==> config.mk <==
export PLATFORM = sky130hd
export DESIGN_NAME = uart_tx_fifo
export DESIGN_NICKNAME = d
export VERILOG_FILES = /design/src/rtl/uart_pkg.sv /design/src/rtl/uart_sync_fifo.sv /design/src/rtl/uart_tx_fifo.sv
export SDC_FILE = /design/constraint.sdc
export NUM_CORES = 1
export LEC_CHECK = 0
export BUFFER_PORTS_ARGS = -buffer_cell sky130_fd_sc_hd__buf_2
export CORE_AREA = 2 2 89 91
export CTS_CLUSTER_DIAMETER = 100
export DETAILED_ROUTE_END_ITERATION = 10
export DIE_AREA = 0 0 91 93
export GPL_TIMING_DRIVEN = 0
export SLEW_MARGIN = 30
export SYNTH_ARGS = -nofsm -noshare
export SYNTH_HDL_FRONTEND = slang
export SYNTH_HIERARCHICAL = 1
export SYNTH_SLANG_ARGS = --single-unit
==> constraint.sdc <==
create_clock -name clk -period 2.9 [get_ports clk]
set_input_delay 0.58 -clock clk [delete_from_list [all_inputs] [get_ports clk]]
set_output_delay 0.58 -clock clk [all_outputs]
set_load 0.005 [all_outputs]
==> src/rtl/uart_pkg.sv <==
// ---------------------------------------------------------------------------
// uart_pkg
// Definitions shared by the UART transmitter and the future receiver.
//   PARITY_NONE/ODD/EVEN   parity mode encodings
//   DEFAULT_CLKS_PER_BIT   50 MHz / 115200 baud
//   tx_state_t             3-bit transmitter FSM state
// ---------------------------------------------------------------------------
package uart_pkg;

  localparam int PARITY_NONE = 0;
  localparam int PARITY_ODD  = 1;
  localparam int PARITY_EVEN = 2;

  localparam int DEFAULT_CLKS_PER_BIT = 434;

  typedef enum logic [2:0] {
    ST_IDLE   = 3'd0,
    ST_START  = 3'd1,
    ST_DATA   = 3'd2,
    ST_PARITY = 3'd3,
    ST_STOP   = 3'd4
  } tx_state_t;

endpackage

==> src/rtl/uart_sync_fifo.sv <==
// ---------------------------------------------------------------------------
// uart_sync_fifo
// Single-clock FIFO with first-word-fall-through read data. Full and empty
// come from read/write pointers carrying one extra wrap bit.
//   clk, rst   clock, asynchronous active-high reset
//   i_push     write i_data when not full
//   i_data     write data
//   i_pop      drop the head entry when not empty
//   o_data     head entry (undefined while empty)
//   o_full     DEPTH entries held
//   o_empty    no entries held
//   o_count    current occupancy, 0..DEPTH
// ---------------------------------------------------------------------------
module uart_sync_fifo #(
  parameter int WIDTH = 8,
  parameter int DEPTH = 4
) (
  input  logic                     clk,
  input  logic                     rst,
  input  logic                     i_push,
  input  logic [WIDTH-1:0]         i_data,
  input  logic                     i_pop,
  output logic [WIDTH-1:0]         o_data,
  output logic                     o_full,
  output logic                     o_empty,
  output logic [$clog2(DEPTH):0]   o_count
);

  localparam int AW = $clog2(DEPTH);

  if (DEPTH < 2 || (DEPTH & (DEPTH - 1)) != 0) begin : g_bad_depth
    $error("uart_sync_fifo: DEPTH must be a power of two and at least 2");
  end

  logic [WIDTH-1:0] r_mem [DEPTH];
  logic [AW:0]      r_wr_ptr;
  logic [AW:0]      r_rd_ptr;
  logic             w_do_push;
  logic             w_do_pop;

  // Same index with different wrap bits means the writer is a full lap ahead.
  assign o_full    = (r_wr_ptr[AW] != r_rd_ptr[AW]) &&
                     (r_wr_ptr[AW-1:0] == r_rd_ptr[AW-1:0]);
  assign o_empty   = (r_wr_ptr == r_rd_ptr);
  // A full FIFO refuses the write even when a pop frees a slot this cycle.
  assign w_do_push = i_push && !o_full;
  assign w_do_pop  = i_pop && !o_empty;
  assign o_count   = r_wr_ptr - r_rd_ptr;
  assign o_data    = r_mem[r_rd_ptr[AW-1:0]];

  // NOTE: sequential state uses non-blocking assignments so every flop
  // samples pre-edge values, independent of process evaluation order.
  always_ff @(posedge clk or posedge rst) begin
    if (rst) begin
      r_wr_ptr <= '0;
      r_rd_ptr <= '0;
    end else begin
      if (w_do_push) r_wr_ptr <= r_wr_ptr + (AW + 1)'(1);
      if (w_do_pop)  r_rd_ptr <= r_rd_ptr + (AW + 1)'(1);
    end
  end

  // NOTE: storage is deliberately not reset; the pointers alone decide which
  // entries are valid, and leaving the array unreset lets it map to RAM.
  always_ff @(posedge clk) begin
    if (w_do_push) r_mem[r_wr_ptr[AW-1:0]] <= i_data;
  end

endmodule

==> src/rtl/uart_tx_fifo.sv <==
// ---------------------------------------------------------------------------
// uart_tx_fifo
// UART transmitter with baud divider, optional parity, 1 or 2 stop bits and
// an input FIFO. Queued words go out back-to-back with no idle gap.
//   clk         system clock
//   rst         asynchronous active-high reset
//   s_data      word to transmit
//   s_valid     s_data valid
//   s_ready     FIFO can accept (not full)
//   tx          serial line, idle high
//   tx_busy     high from frame start until the last stop bit ends with
//               the FIFO empty
//   tx_done     one-cycle pulse on the final clk of each frame
//   fifo_count  current FIFO occupancy
// ---------------------------------------------------------------------------
module uart_tx_fifo
  import uart_pkg::*;
#(
  parameter int DATA_WIDTH   = 8,
  parameter int STOP_BITS    = 1,
  parameter int PARITY       = PARITY_NONE,
  parameter int CLKS_PER_BIT = DEFAULT_CLKS_PER_BIT,
  parameter int FIFO_DEPTH   = 4
) (
  input  logic                          clk,
  input  logic                          rst,
  input  logic [DATA_WIDTH-1:0]         s_data,
  input  logic                          s_valid,
  output logic                          s_ready,
  output logic                          tx,
  output logic                          tx_busy,
  output logic                          tx_done,
  output logic [$clog2(FIFO_DEPTH):0]   fifo_count
);

  if (DATA_WIDTH < 5 || DATA_WIDTH > 9) begin : g_bad_data_width
    $error("uart_tx_fifo: DATA_WIDTH must be in 5..9");
  end
  if (STOP_BITS != 1 && STOP_BITS != 2) begin : g_bad_stop_bits
    $error("uart_tx_fifo: STOP_BITS must be 1 or 2");
  end
  if (PARITY != PARITY_NONE && PARITY != PARITY_ODD && PARITY != PARITY_EVEN) begin : g_bad_parity
    $error("uart_tx_fifo: PARITY must be 0 (none), 1 (odd) or 2 (even)");
  end
  if (CLKS_PER_BIT < 2) begin : g_bad_clks_per_bit
    $error("uart_tx_fifo: CLKS_PER_BIT must be at least 2");
  end
  if (FIFO_DEPTH < 2 || (FIFO_DEPTH & (FIFO_DEPTH - 1)) != 0) begin : g_bad_fifo_depth
    $error("uart_tx_fifo: FIFO_DEPTH must be a power of two and at least 2");
  end

  localparam int BAUD_W = $clog2(CLKS_PER_BIT);
  localparam int CNT_W  = $clog2(DATA_WIDTH + 1);

  localparam logic [BAUD_W-1:0] BAUD_LAST  = BAUD_W'(CLKS_PER_BIT - 1);
  localparam logic [CNT_W-1:0]  DATA_LAST  = CNT_W'(DATA_WIDTH - 1);
  localparam logic [CNT_W-1:0]  STOP_LAST  = CNT_W'(STOP_BITS - 1);
  localparam bit                HAS_PARITY = (PARITY != PARITY_NONE);

  // FIFO interface
  logic [DATA_WIDTH-1:0] w_fifo_data;
  logic                  w_fifo_full;
  logic                  w_fifo_empty;
  logic                  w_pop;

  // FSM and datapath
  tx_state_t             r_state;
  tx_state_t             w_state_next;
  logic [BAUD_W-1:0]     r_baud_cnt;
  logic [BAUD_W-1:0]     w_baud_d;
  logic [CNT_W-1:0]      r_bit_cnt;
  logic [CNT_W-1:0]      w_bit_cnt_d;
  logic [DATA_WIDTH-1:0] r_shift;
  logic [DATA_WIDTH-1:0] w_shift_d;
  logic                  r_parity;
  logic                  w_parity_d;
  logic                  w_bit_end;
  logic                  w_frame_end;

  // Registered outputs and their next values
  logic                  r_tx;
  logic                  r_busy;
  logic                  r_done;
  logic                  w_tx_d;
  logic                  w_busy_d;
  logic                  w_done_d;

  uart_sync_fifo #(
    .WIDTH (DATA_WIDTH),
    .DEPTH (FIFO_DEPTH)
  ) u_fifo (
    .clk     (clk),
    .rst     (rst),
    .i_push  (s_valid),
    .i_data  (s_data),
    .i_pop   (w_pop),
    .o_data  (w_fifo_data),
    .o_full  (w_fifo_full),
    .o_empty (w_fifo_empty),
    .o_count (fifo_count)
  );

  assign s_ready     = !w_fifo_full;
  assign w_bit_end   = (r_baud_cnt == BAUD_LAST);
  assign w_frame_end = (r_state == ST_STOP) && w_bit_end && (r_bit_cnt == STOP_LAST);
  // Pop when leaving IDLE, or at the end of a frame so the next start bit
  // follows the last stop bit with no idle cycle.
  assign w_pop       = !w_fifo_empty && ((r_state == ST_IDLE) || w_frame_end);

  // ---- FSM: state register ----
  always_ff @(posedge clk or posedge rst) begin
    if (rst) r_state <= ST_IDLE;
    else     r_state <= w_state_next;
  end

  // ---- FSM: next state ----
  // NOTE: every combinational output gets a default before the case so no
  // path leaves it unassigned, which would otherwise infer a latch.
  always_comb begin
    w_state_next = r_state;
    unique case (r_state)
      ST_IDLE:   if (!w_fifo_empty) w_state_next = ST_START;
      ST_START:  if (w_bit_end) w_state_next = ST_DATA;
      ST_DATA:   if (w_bit_end && r_bit_cnt == DATA_LAST)
                   w_state_next = HAS_PARITY ? ST_PARITY : ST_STOP;
      ST_PARITY: if (w_bit_end) w_state_next = ST_STOP;
      ST_STOP:   if (w_frame_end) w_state_next = w_fifo_empty ? ST_IDLE : ST_START;
      default:   w_state_next = ST_IDLE;
    endcase
  end

  // ---- Datapath next values: baud counter, bit counter, shift register ----
  always_comb begin
    w_baud_d    = r_baud_cnt;
    w_bit_cnt_d = r_bit_cnt;
    w_shift_d   = r_shift;
    w_parity_d  = r_parity;
    if (w_pop) begin
      w_baud_d    = '0;
      w_bit_cnt_d = '0;
      w_shift_d   = w_fifo_data;
      w_parity_d  = (PARITY == PARITY_ODD) ? ~^w_fifo_data : ^w_fifo_data;
    end else if (r_state == ST_IDLE) begin
      w_baud_d = '0;
    end else begin
      w_baud_d = w_bit_end ? '0 : r_baud_cnt + BAUD_W'(1);
      if (w_bit_end) begin
        if (r_state == ST_DATA) begin
          // Bit 0 of the shift register is always the data bit on the line.
          w_shift_d   = r_shift >> 1;
          w_bit_cnt_d = (r_bit_cnt == DATA_LAST) ? '0 : r_bit_cnt + CNT_W'(1);
        end else if (r_state == ST_STOP) begin
          w_bit_cnt_d = r_bit_cnt + CNT_W'(1);
        end
      end
    end
  end

  // ---- FSM: outputs, decoded from next state so they can be registered ----
  always_comb begin
    w_tx_d = 1'b1;
    unique case (w_state_next)
      ST_START:  w_tx_d = 1'b0;
      ST_DATA:   w_tx_d = w_shift_d[0];
      ST_PARITY: w_tx_d = r_parity;
      default:   w_tx_d = 1'b1;
    endcase
    w_busy_d = (w_state_next != ST_IDLE);
    // High for the last clk of the last stop bit; falls as the FSM leaves STOP.
    w_done_d = (w_state_next == ST_STOP) && (w_baud_d == BAUD_LAST) &&
               (w_bit_cnt_d == STOP_LAST);
  end

  always_ff @(posedge clk or posedge rst) begin
    if (rst) begin
      r_baud_cnt <= '0;
      r_bit_cnt  <= '0;
      r_shift    <= '0;
      r_parity   <= 1'b0;
      r_tx       <= 1'b1;
      r_busy     <= 1'b0;
      r_done     <= 1'b0;
    end else begin
      r_baud_cnt <= w_baud_d;
      r_bit_cnt  <= w_bit_cnt_d;
      r_shift    <= w_shift_d;
      r_parity   <= w_parity_d;
      r_tx       <= w_tx_d;
      r_busy     <= w_busy_d;
      r_done     <= w_done_d;
    end
  end

  assign tx      = r_tx;
  assign tx_busy = r_busy;
  assign tx_done = r_done;

endmodule

# --- Word-level counts from Yosys, hierarchy flattened ---
# Memory sizes are Yosys's and may differ from the RTL's.
# Cells that the tools add are included.
totals:
  word_cells: 75
  n_memories: 1
  ram_bits: 32
  regBits: 34
mem_list:
  columns: ["name", "words", "word_bits", "read_ports", "rd_ports_with_merged_regs", "wr", "line", "text"]
  rows:
  - ["u_fifo.r_mem", 4, 8, 1, 0, 1, "uart_sync_fifo.sv:35", "logic [WIDTH-1:0] r_mem [DEPTH];"]
op_classes:
  muxes: 23
  eq_ne: 15
  n_addsub: 5
  n_reduce_logical: 20
ops:
  columns: ["operator", "n"]
  rows:
  - ["$mux W8", 4]
  - ["$mux W9", 3]
  - ["$mux W4", 6]
  - ["$eq A9 B9 Y1 const B", 2]
  - ["$mux W3", 5]
  - ["$pmux W3 S5", 1]
  - ["$eq A3 B2 Y1 const B", 4]
  - ["$add A9 B1 Y9 const B", 1]
  - ["$logic_and A1 B1 Y1", 9]
  - ["$logic_not A4 Y1", 2]
  - ["$reduce_xor A8 Y1", 1]
  - ["$add A3 B1 Y3 const B", 2]
  - ["$eq A3 B1 Y1 const B", 2]
  - ["$eq A3 B3 Y1 const B", 2]
  - ["$add A4 B1 Y4 const B", 1]
  - ["$eq A4 B3 Y1 const B", 1]
  - ["$reduce_bool A2 Y1", 2]
  - ["$eq A3 B3 Y1", 1]
  - ["$logic_not A3 Y1", 1]
  - ["$mux W1", 3]
  - ["$pmux W1 S3", 1]
  - ["$reduce_and A3 Y1", 1]
  - ["$reduce_bool A3 Y1", 1]
  - ["$sub A3 B3 Y3", 1]
  - ["other kinds (5)", 6]

# --- Depth between registers and ports, before layout ---
depth:
  ltp_word: 9
  depth_mapped: 11
  mapped_depth_nobuf: 9

# --- Cells and area by module ---
# The synthesis kept the hierarchy.
by_module_without_submodules:
  columns: ["module", "instances", "cells_per_inst", "area_per_inst_um2", "seq_area_each_um2"]
  rows:
  - ["uart_tx_fifo", 1, 166, 1669.1, 701.9]
  - ["uart_sync_fifo", 1, 88, 1615.3, 1111.1]

# --- Worst setup path before layout ---
# No wires, ideal clock.
synth_path:
  kind: "register to register"
  start: "register u_fifo.r_rd_ptr[1]"
  end: "register u_fifo.r_rd_ptr[1]"
  arrival_ps: 2532
  path_stages_with_launch: 11
  path_buffers: 2
  slack_ps: 243
  period_less_slack_ps: 2657
  cell_sequence: "dfrtp_1 -> clkbuf_1 -> inv_1 -> ha_1 -> nand2_1 -> nor2_1 -> or3_4 -> a21oi_2 -> buf_4 -> o21ai_2 -> mux2_4"
synth_between:
  elab_chain_cells: 4
  word_cells_on_any_way: 5
  cone_classes: "1 x add/sub; 1 x eq/ne; 3 x reduce/logical"
synth_rtl:
  columns: ["element", "line", "text"]
  rows:
  - ["start: declaration", "uart_sync_fifo.sv:37", "logic [AW:0] r_rd_ptr;"]
  - ["start signal: assignment", "uart_sync_fifo.sv:59", "if (w_do_pop) r_rd_ptr <= r_rd_ptr + (AW + 1)'(1);"]
  - ["$eq A3 B3 Y1", "uart_sync_fifo.sv:44", "assign o_empty = (r_wr_ptr == r_rd_ptr);"]
  - ["named net w_fifo_empty", "uart_tx_fifo.sv:63", "logic w_fifo_empty;"]
  - ["$logic_not A1 Y1", "uart_tx_fifo.sv:108", "assign w_pop = !w_fifo_empty && ((r_state == ST_IDLE) || w_frame_end);"]
  - ["$logic_and A1 B1 Y1", "uart_tx_fifo.sv:108", null]
  - ["named net w_pop", "uart_tx_fifo.sv:64", "logic w_pop;"]
  - ["$logic_and A1 B1 Y1", "uart_sync_fifo.sv:47", "assign w_do_pop = i_pop && !o_empty;"]
# The timed path passes the listed nets, and every way through them passes these cells.
# A chain may end at the register's enable or synchronous reset.

# --- Final worst setup path ---
layout_path:
  start: "register u_fifo.r_rd_ptr[1]"
  end: "register r_tx (netlist: tx)"
layout_between:
  elab_chain_cells: 6
  word_cells_on_any_way: 13
  cone_classes: "4 x eq/ne; 6 x mux; 2 x reduce/logical; 1 x memory"
layout_rtl:
  columns: ["element", "line", "text"]
  rows:
  - ["$eq A3 B3 Y1 *", "uart_sync_fifo.sv:44", null]
  - ["named net w_fifo_empty", "uart_tx_fifo.sv:63", null]
  - ["$mux W1", "uart_tx_fifo.sv:127", "ST_STOP: if (w_frame_end) w_state_next = w_fifo_empty ? ST_IDLE : ST_START;"]
  - ["$mux W3", "uart_tx_fifo.sv:127", null]
  - ["$pmux W3 S5 *", "uart_tx_fifo.sv:121", "unique case (r_state)"]
  - ["named net w_state_next[0]", "uart_tx_fifo.sv:68", "tx_state_t w_state_next;"]
  - ["$eq A3 B2 Y1 / $eq A3 B1 Y1 (equally long branches)", "uart_tx_fifo.sv:162", "unique case (w_state_next)"]
  - ["$pmux W1 S3 *", "uart_tx_fifo.sv:162", null]
  - ["named net w_tx_d", "uart_tx_fifo.sv:84", "logic w_tx_d;"]
  - ["end signal: assignment", "uart_tx_fifo.sv:188", "r_tx <= w_tx_d;"]
  - ["end: declaration", "uart_tx_fifo.sv:81", "logic r_tx;"]
# The timed path passes the listed nets; every way through them passes the cells marked *.

==> results.md <==
- Kind of critical path: reg2reg
- Simple-gate area share of the yosys netlist: 13.7%
- Synth Instances: around 250
- Die height: 93 um
- Die area: 0.00846 mm^2
- Layout cells sized above 1: approximately a quarter
- Register area share after synthesis: 55.2%
- Routed Antenna Nets: 0
- Setup WS pre-CTS: -300 ps
- Total GRT Usage: 14.6%
- Setup ws final: 173 ps
- Final setup viols: 0
- Nature of the critical path startpoint: flip-flop
- Largest family of logic cells by synthesized area: simple AND/OR/NAND/NOR gates
- Fin area: 0.00372 mm^2
- HP Class: in2async
- I/O Buffers: 17
- DP HPWL: 3.86 mm
- YS warnings: 6
- Root buffer cell: clkbuf_8
- Pre-antenna DRT Iters: 6
- Synth Area in Adders: 4.80%
- Async set or reset register ratio after synthesis: 51.5%
- CTS buffer count: 9
- XOR/XNOR share of the synthesized area: ~5.3%
- Nets: between 300 and 400
- Worst-Margin Slew: 669 ps
- H-tree depth: 3
- Worst VDD drop: between 600 and 700 uV
- Grt ovf: 0
- Hold buffer count at cts: 0
- Setup Fix Bufs, Post-CTS: 0
- Crit-path max FO: 10
- Iteration-0 DRC Markers: 62
- Vias per cell: 5.19
- Period utilisation layout: 94.0%
- Drc violations: 0
- EDFF count, synth: 32
- Most frequent cells in the layout: dfrtp_1 (33), edfxtp_1 (32), buf_2 (20)
- Syn Nets: 277
- Final Max Tran Viols: 0
- Max_cap viols: 0
- Crit. End Element: flip-flop
- Slew headroom: 55.1%
- TritonCTS Sinks: 66
- Final Non-Filler Cells: 389
- Synth cell types: 57
- Status: complete, no violations
- DIE WIDTH: 91 um
- CTS tree: yes
- Compound-gate portion of the synthesized area: slightly below 9%
- Hold Slack: 158 ps
- Min Tclk post-route: about 2700 ps
- Largest net degree at the start of global routing: 29
- Final setup skew: 12.4 ps
- Pwr Density: 971 mW/mm^2
- Commonest non-fill, non-tap cell in the layout: dfrtp_1
- FP Rows: 32
- Wire length per cell: 14.4 um
- Leakage: ~1.6 nW
- Antenna violations before repair: 0
- Multiplexer share of the synthesized area: between 8 and 9%
- Deepest clock path buffer count: 2
- Fmax: 0.367 GHz
- Vias in the first global route: about 1,900
- DP Cell Count: around 370
- Most used DFF post-synth: dfrtp_1
- Setup TNS: 0 ps
- Syn avg cell area: 12.9 um^2
- Area grow syn2layout: 13.2%
- # diodes: 0
- Total number of vias: 2,020
- Final hold violations: 0
- RSZ-0062 raised after global routing: no
- Clock Latency Late Sink: 350 ps
- Post-CTS Resized: 2
- First-pass GRT wire length: roughly 9.4 mm
- #FFs+latches synth: 66
- Reg clk slew, reported paths: 80 ps
- Critical path required time: 3160 ps
- RePlAce Congestion: 0.776
- Critical Path AT: 2990 ps
- Syn Std Cell Area: 0.00328 mm^2
- Placement Cell Area: between 0.003 and 0.004 mm^2
- Io pins: 18
- Routed WL: 5.61 mm
- Initial Utilization: between 40 and 50%
- Placeable Area: 0.00753 mm^2
critical path, stage by stage (launching register included):
cell	delay, ps
dfrtp_1	350
clkbuf_4	220
inv_1	100
ha_1	310
nand2_1	180
nor2_1	130
or3_4	390
or4b_4	510
a22oi_4	230
inv_2	40
a31oi_1	180
metrics by stage:
| step | util [%] | total power [mW] |
|---|---|---|
| after global routing | 49.4 | 3.87 |
| after detailed placement | 46.5 | 2.83 |
| after CTS | 49.4 | 3.66 |
| after global placement | 46.5 | 2.81 |
| after floorplan | - | 2.50 |
| final | 49.4 | 3.61 |
metal layers:
metal / GRT usage [%] / up-vias / part of all wire [%]
met5: 0 / - / 0
met4: 6.19 / 0 / 2.0
met3: 4.92 / 10 / 5.0
met2: 22.2 / 46 / 45
met1: 19.1 / 976 / 48
li1: - / 988 / -
cells by family after synthesis:
| logic type | after synthesis |
|---|---|
| AOI/OAI and AO/OA | 41 |
| xor gates and xnor gates | 19 |
| adders and majority gates | 12 |
| buffers and inverters | 29 |
| DFF | 66 |
| muxes | 15 |
| and+or+nand+nor | 72 |
Yosys cell counts (2+ instances only):
master    number  area [um^2]
dfrtp_1       33          826
edfxtp_1      32          961
inv_1         18         67.6
nor2_1        15         56.3
xnor2_1       12          105
ha_1          11          138
nand2_1       10         37.5
mux4_2         8          180
nand3_1        8         40.0
a21oi_1        7         35.0
o21ai_0        7         35.0
a21o_1         6         45.0
a22o_1         6         52.6
xor2_1         6         52.6
and3_1         5         31.3
or3_1          5         31.3
a31oi_1        4         25.0
buf_2          3         15.0
buf_4          3         22.5
clkbuf_1       3         11.3
nand2b_1       3         18.8
nand4_1        3         18.8
nor3_1         3         15.0
a21oi_2        2         17.5
and4bb_2       2         25.0
mux2_2         2         22.5
mux2_4         2         30.0
mux2i_1        2         20.0
nor2b_1        2         12.5
nor4_1         2         12.5
nor4b_1        2         17.5
o21ai_1        2         10.0
where the power goes:
part / switching, mW / internal (mW) / leakage, nW
Combinational: 0.712 / 0.684 / 0.749
Sequential: 0.148 / 1.25 / 0.719
Clock: 0.397 / 0.413 / 0.106
Total: 1.26 / 2.35 / 1.57
state kept, by name, summed over array words and instances, names as in the netlist:
register,flops
r_shift,8
r_state,3
u_fifo/r_wr_ptr,3
tx_busy,1
tx,1
u_fifo/r_rd_ptr,3
r_parity,1
u_fifo/r_mem,32
r_baud_cnt,9
tx_done,1
r_bit_cnt,4
cell type report:
class                      instances  area [um^2]
buffer                            10         63.8
clock buffer                       9          124
clock inverter                     7         85.1
fill                             705         3810
inverter                          19         71.3
multi-input combinational        159         1350
sequential                        66         1810
tap                              102          128
timing repair buffer              17         85.1
path summary, 6_finish.rpt:
| path | slack (ps) | cells past startpoint | endpoint | startpoint |
|---|---|---|---|---|
| hold / removal | 160 | 2 | u_fifo/r_wr_ptr[1] | rst |
| hold reg to reg | 480 | 1 | r_shift[2] | r_shift[2] |
| max in group asynchronous | 2200 | 2 | r_shift[5] | rst |
| setup reg to reg | 170 | 10 | tx | u_fifo/r_rd_ptr[1] |
| min in group clk | 440 | 1 | u_fifo/r_mem[0][4] | s_data[4] |
| setup / recovery | 170 | 10 | tx | u_fifo/r_rd_ptr[1] |
Note: power is estimated with default switching activity, not from simulation.
